$ cat config.mk
export PLATFORM = sky130hd
export DESIGN_NAME = fb_write_port
export DESIGN_NICKNAME = d
export VERILOG_FILES = /design/src/rtl/fb_write_port.sv
export SDC_FILE = /design/constraint.sdc
export NUM_CORES = 1
export LEC_CHECK = 0
export CORE_AREA = 2 2 76 78
export DETAILED_ROUTE_END_ITERATION = 16
export DIE_AREA = 0 0 78 80
export GPL_TIMING_DRIVEN = 0
export PLACE_DENSITY = 0.78
export SLEW_MARGIN = 25
export SYNTH_ARGS = -nofsm -noshare
export SYNTH_HDL_FRONTEND = slang
export SYNTH_SLANG_ARGS = --single-unit
$ cat constraint.sdc
create_clock -name clk -period 2.28 [get_ports clk]
set_input_delay 0.57 -clock clk [delete_from_list [all_inputs] [get_ports clk]]
set_output_delay 0.57 -clock clk [all_outputs]
set_load 0.01 [all_outputs]
$ cat src/rtl/fb_write_port.sv
// fb_write_port: framebuffer write port.
// Takes (x, y, colour) beats over a valid/ready handshake and runs them through
// a two-stage pipeline. S1 captures the beat and its bounds check. S2 holds the
// linear address y*H_RES + x and issues single-cycle writes to the RAM arbiter,
// stalling while the arbiter deasserts wr_ready. A beat marked in_last produces
// a one-cycle done pulse when it leaves S2.
// Optional feature macro: FB_WRITE_CLIP_EN. When it is defined, off-screen beats
// are clipped and counted in drop_count. When it is undefined, every beat is
// written and drop_count reads 0.
module fb_write_port #(
    parameter int H_RES   = 160,
    parameter int V_RES   = 120,
    parameter int COLOR_W = 3,
    parameter int ADDR_W  = 15
) (
    input  logic               clk,
    input  logic               reset,
    input  logic               in_valid,
    output logic               in_ready,
    input  logic [7:0]         in_x,
    input  logic [7:0]         in_y,
    input  logic [COLOR_W-1:0] in_color,
    input  logic               in_last,
    output logic               wr_en,
    input  logic               wr_ready,
    output logic [ADDR_W-1:0]  wr_addr,
    output logic [COLOR_W-1:0] wr_data,
    output logic               busy,
    output logic               done,
    output logic [15:0]        drop_count
);

    // Stage 1 registers
    logic               r_s1_valid;
    logic [7:0]         r_s1_x;
    logic [7:0]         r_s1_y;
    logic [COLOR_W-1:0] r_s1_color;
    logic               r_s1_last;
    logic               r_s1_keep;

    // Stage 2 registers
    logic               r_s2_valid;
    logic [ADDR_W-1:0]  r_s2_addr;
    logic [COLOR_W-1:0] r_s2_color;
    logic               r_s2_last;
    logic               r_s2_keep;

    logic               r_done;

    logic w_keep;
    logic w_s2_retire;
    logic w_s2_load;
    logic w_s1_load;
    logic w_accept;

`ifdef FB_WRITE_CLIP_EN
    assign w_keep = (32'(in_x) < 32'(H_RES)) && (32'(in_y) < 32'(V_RES));
`else
    assign w_keep = 1'b1;
`endif

    // A clipped beat leaves S2 without waiting for the arbiter.
    assign w_s2_retire = r_s2_valid & (wr_ready | ~r_s2_keep);
    assign w_s2_load   = ~r_s2_valid | w_s2_retire;
    assign w_s1_load   = ~r_s1_valid | w_s2_load;
    // Gated by reset so the upstream never sees a beat taken while in reset.
    assign in_ready    = reset & w_s1_load;
    assign w_accept    = in_valid & in_ready;

    assign wr_en   = r_s2_valid & r_s2_keep;
    assign wr_addr = r_s2_addr;
    assign wr_data = r_s2_color;
    assign busy    = r_s1_valid | r_s2_valid;
    assign done    = r_done;

    // S1: capture an accepted beat together with its bounds check.
    // NOTE: clocked state uses non-blocking assignments so every register
    // samples the values from before the edge, whatever the statement order.
    always_ff @(posedge clk) begin
        if (!reset) begin
            r_s1_valid <= 1'b0;
            r_s1_x     <= '0;
            r_s1_y     <= '0;
            r_s1_color <= '0;
            r_s1_last  <= 1'b0;
            r_s1_keep  <= 1'b0;
        end else if (w_s1_load) begin
            r_s1_valid <= w_accept;
            if (w_accept) begin
                r_s1_x     <= in_x;
                r_s1_y     <= in_y;
                r_s1_color <= in_color;
                r_s1_last  <= in_last;
                r_s1_keep  <= w_keep;
            end
        end
    end

    // S2: form the linear address. The registers hold still while stalled,
    // which keeps wr_addr/wr_data stable for the arbiter.
    always_ff @(posedge clk) begin
        if (!reset) begin
            r_s2_valid <= 1'b0;
            r_s2_addr  <= '0;
            r_s2_color <= '0;
            r_s2_last  <= 1'b0;
            r_s2_keep  <= 1'b0;
        end else if (w_s2_load) begin
            r_s2_valid <= r_s1_valid;
            if (r_s1_valid) begin
                // Full-width product, then truncated to the address width.
                r_s2_addr  <= ADDR_W'(32'(r_s1_y) * 32'(H_RES) + 32'(r_s1_x));
                r_s2_color <= r_s1_color;
                r_s2_last  <= r_s1_last;
                r_s2_keep  <= r_s1_keep;
            end
        end
    end

    // Completion pulse for the cycle after a last beat leaves S2.
    always_ff @(posedge clk) begin
        if (!reset) begin
            r_done <= 1'b0;
        end else begin
            r_done <= w_s2_retire & r_s2_last;
        end
    end

`ifdef FB_WRITE_CLIP_EN
    logic [15:0] r_drop_count;

    // Count clipped beats as they enter S1. The count saturates at all-ones.
    always_ff @(posedge clk) begin
        if (!reset) begin
            r_drop_count <= '0;
        end else if (w_accept && !w_keep && (r_drop_count != 16'hFFFF)) begin
            r_drop_count <= r_drop_count + 16'd1;
        end
    end

    assign drop_count = r_drop_count;
`else
    assign drop_count = 16'd0;
`endif

endmodule

==> results.md, run 1 <==
* Clock latency on the worst-skew pair at approximately 0.29 ns
* Fmax at 424.4 MHz
* Vias per cell at 4.884
* Min Clock Period, post-route at 2.356 ns
* Sequential Power Share at 46.7%
* Fin area at 3115 um^2
* PortBufs at 45
* I/O pin count at 62
* PwrDens at ~580 nW/um^2
* FP Rows at 27
* Yosys top cell by area: dfxtp_1
* Critical path endpoint category: flop
* Pint at 1.336 mW
* TritonRoute pass-1 iters at 4
* DR vias at 2056
* Top-count cell post-synth: dfxtp_1
* DRC Markers at 0
* GR Util All Layers at 16.23%
* Comb power frac at 21.8%
* CP cell instances: ha_4 -> ha_4 -> fa_2 -> a211oi_4 -> o21ba_2 -> nor2_1 -> a311o_2 -> o211ai_1
* # clock sinks at 44
* Ratio of cells with drive above 1 in the final layout at 16.91%
* CTS Hold Bufs at 0
* Clock power frac at 31.5%
* Final setup viols at 2
* Register area share after synthesis at around 39%
* Commonest cells in the synthesized netlist: dfxtp_1 (44), nand2_1 (27), nand3_1 (26), o21ai_0 (26), inv_1 (25)
* Htree depth at 2
* Crit path DAT at between 2 and 3 ns
* Synth Instances at 275
* Clock Root Buffer: clkbuf_8
* Die Area at 6240 um^2
* Psw at around 0.48 mW
* Slew Limit Fails at 0
* Die X at roughly 80 um
* Leak at 1.308 nW
* # fillers at 508
* Final hold viol count at 0
* Critical setup path kind: reg -> reg
* Synthesized cell area at 2277 um^2
* Sw Share at 26.33%
* Path type of the worst min-delay path: reg -> reg
* Die Y-Extent at 80 um
* Post-synth cell types at 45
* Final WS setup at -0.07612 ns
* Number of synthesized register bits at between 40 and 50
* Largest net degree at the start of global routing at 14
* First-pass GRT wire length at ~8.2 mm
* CTS tree: done
* Ys Warns at 0
* Ys flop type: dfxtp_1
* Nets at around 390
* Synth top area share at between 30% and 40%
* Finished Core Util at 57.64%
* Crit path top cell by count: ha_4
* Critical Path RT at between 2 and 3 ns
* Clock Path Buffers at 2
* Overall power at 1.814 mW
* Failing checks: setup timing
* Gp weighted congestion at 0.8352
* CP Launch Type: flop
* CTS buffer count at 5
* First DRT Iteration DRCs at 81
* Syn Area/Cell at 8.281 um^2
* Area grow syn2layout at 36.81%
* RSZ-0062 raised after global routing: yes
* Placed cell areas at 2880 um^2
* Maximum vdd ir drop at 0.3757 mV
* Initial core utilization at 42.13%
* Post-DP HPWL at 3.806 mm
* EDFF count, synth at 0
* Wire per inst at 12.01 um
* CP max FO at 5
* Vias in the first global route at between 1500 and 2000
* Clock transition at the registers of the reported paths at 0.08 ns
* Fin crit share at 103.3%
* Antenna violations before repair at 0
* Critical path's slowest cell: fa_2
* Core area at 5405 um^2
* Ant diodes at 0
* Synth area leaders: dfxtp_1 (39%), ha_1 (8.2%), nand3_1 (5.7%)
* Post-DRT Antenna Nets at 0
* Final wirelength at 5.056 mm
* Status: finished with violations
* Gr ovfl total at 0
* Layout Skew at 0.005741 ns
* Ys async rst share at 0%
* CP max stage delay at around 0.42 ns
* Max Cap Violations at 0
power by group through the flow:
stage / Clock (mW) / Sequential (mW) / Combinational (mW)
after floorplan: 0 / 0.863 / 0.228
after global placement: 0 / 0.862 / 0.349
after detailed placement: 0 / 0.864 / 0.359
after CTS: 0.580 / 0.847 / 0.376
after global routing: 0.614 / 0.853 / 0.434
final: 0.572 / 0.847 / 0.395
through the flow:
stage	cells	hold slack [ns]	TNS (ns)	setup WS (ns)
6_report	421	0.4559	-0.08881	-0.07612
4_1_cts	418	0.4574	-0.1358	-0.08797
3_3_place_gp	407	0.4324	-1.167	-0.3832
5_1_grt	421	0.4810	-0.3058	-0.1512
2_1_floorplan	290	0.4225	-0.04660	-0.04660
3_5_place_dp	407	0.4458	-2.629	-0.4296
critical path, delay by kind of cell (launching register included):
family                     cells  cell delay [ns]
adders and majority gates      3             0.82
DFF                            1             0.36
AOI/OAI and AO/OA              4             1.03
and+or+nand+nor                1             0.08
path summary, 6_finish.rpt:
check,from,endpoint,slack (ns),cells after the start
setup reg to reg,r_s1_y[1],wr_addr[14],-0.08,8
setup / recovery,r_s1_y[1],wr_addr[14],-0.08,8
hold reg to reg,r_s1_keep,r_s1_keep,0.46,2
hold / removal,r_s1_keep,r_s1_keep,0.46,2
registers in the layout, indices dropped and copies added (netlist names):
name / count
r_s1_keep: 1
done: 1
r_s1_color: 3
r_s2_last: 1
r_s1_x: 8
wr_data: 3
wr_addr: 15
r_s1_y: 8
r_s2_valid: 1
r_s1_valid: 1
r_s2_keep: 1
r_s1_last: 1
area by class of cell:
class | count | area, um^2 | area share (%)
Buffer | 29 | 171.4 | 5.502
Multi-Input combinational cell | 191 | 1270 | 40.76
Clock inverter | 2 | 35.03 | 1.124
Inverter | 26 | 98.84 | 3.173
Sequential cell | 44 | 887.1 | 28.47
Clock buffer | 6 | 72.57 | 2.329
Tap cell | 72 | 90.09 | 2.892
Timing Repair Buffer | 51 | 490.5 | 15.74
cell usage in the layout (no fill, tap or decap), types with 2 or more instances in the layout:
cell,count
a211oi_1,4
conb_1,16
clkinv_2,2
dfxtp_2,2
nand2b_1,3
clkbuf_8,5
a21oi_1,18
nand3_1,26
nor2_1,11
o211ai_1,2
buf_1,2
xnor2_1,4
nor2b_1,4
dfxtp_1,41
nor3b_1,2
inv_1,25
clkdlybuf4s50_1,44
xor2_1,3
clkbuf_1,10
o21ai_1,2
ha_4,2
ha_1,12
nand2_1,27
buf_4,22
buf_2,2
o21ai_0,25
a21oi_2,2
cells by family after synthesis:
| family | synth area share, % |
|---|---|
| adders and majority gates | 10.00 |
| other | 0.1647 |
| buffers and inverters | 11.76 |
| DFF | 38.68 |
| and+or+nand+nor | 19.23 |
| xor gates and xnor gates | 2.692 |
| AOI/OAI and AO/OA | 17.47 |
routing by layer:
layer	global-route usage, %	vias up	wire length [um]
met5	0	-	0
met4	5.088	0	68
met3	3.846	11	285
met2	26.72	66	2428
met1	21.06	930	2274
li1	-	1049	-
what timing repair did:
action / 4_1_cts / 5_1_grt
endpoints found under the setup margin: 4 / 6
buffers inserted: 3 / 3
pin swaps: 5 / 7
endpoints found under the hold margin: 0 / 0
gates resized for setup: 10 / 14
gates cloned: 0 / 0
Note: power is estimated with default switching activity, not from simulation.
==> inputs of run 2 (changes only) <==
CAP_MARGIN = 0   (was unset)
==> results of run 2 <==
The final DEF is identical to that of run 1; final timing and power are the same.
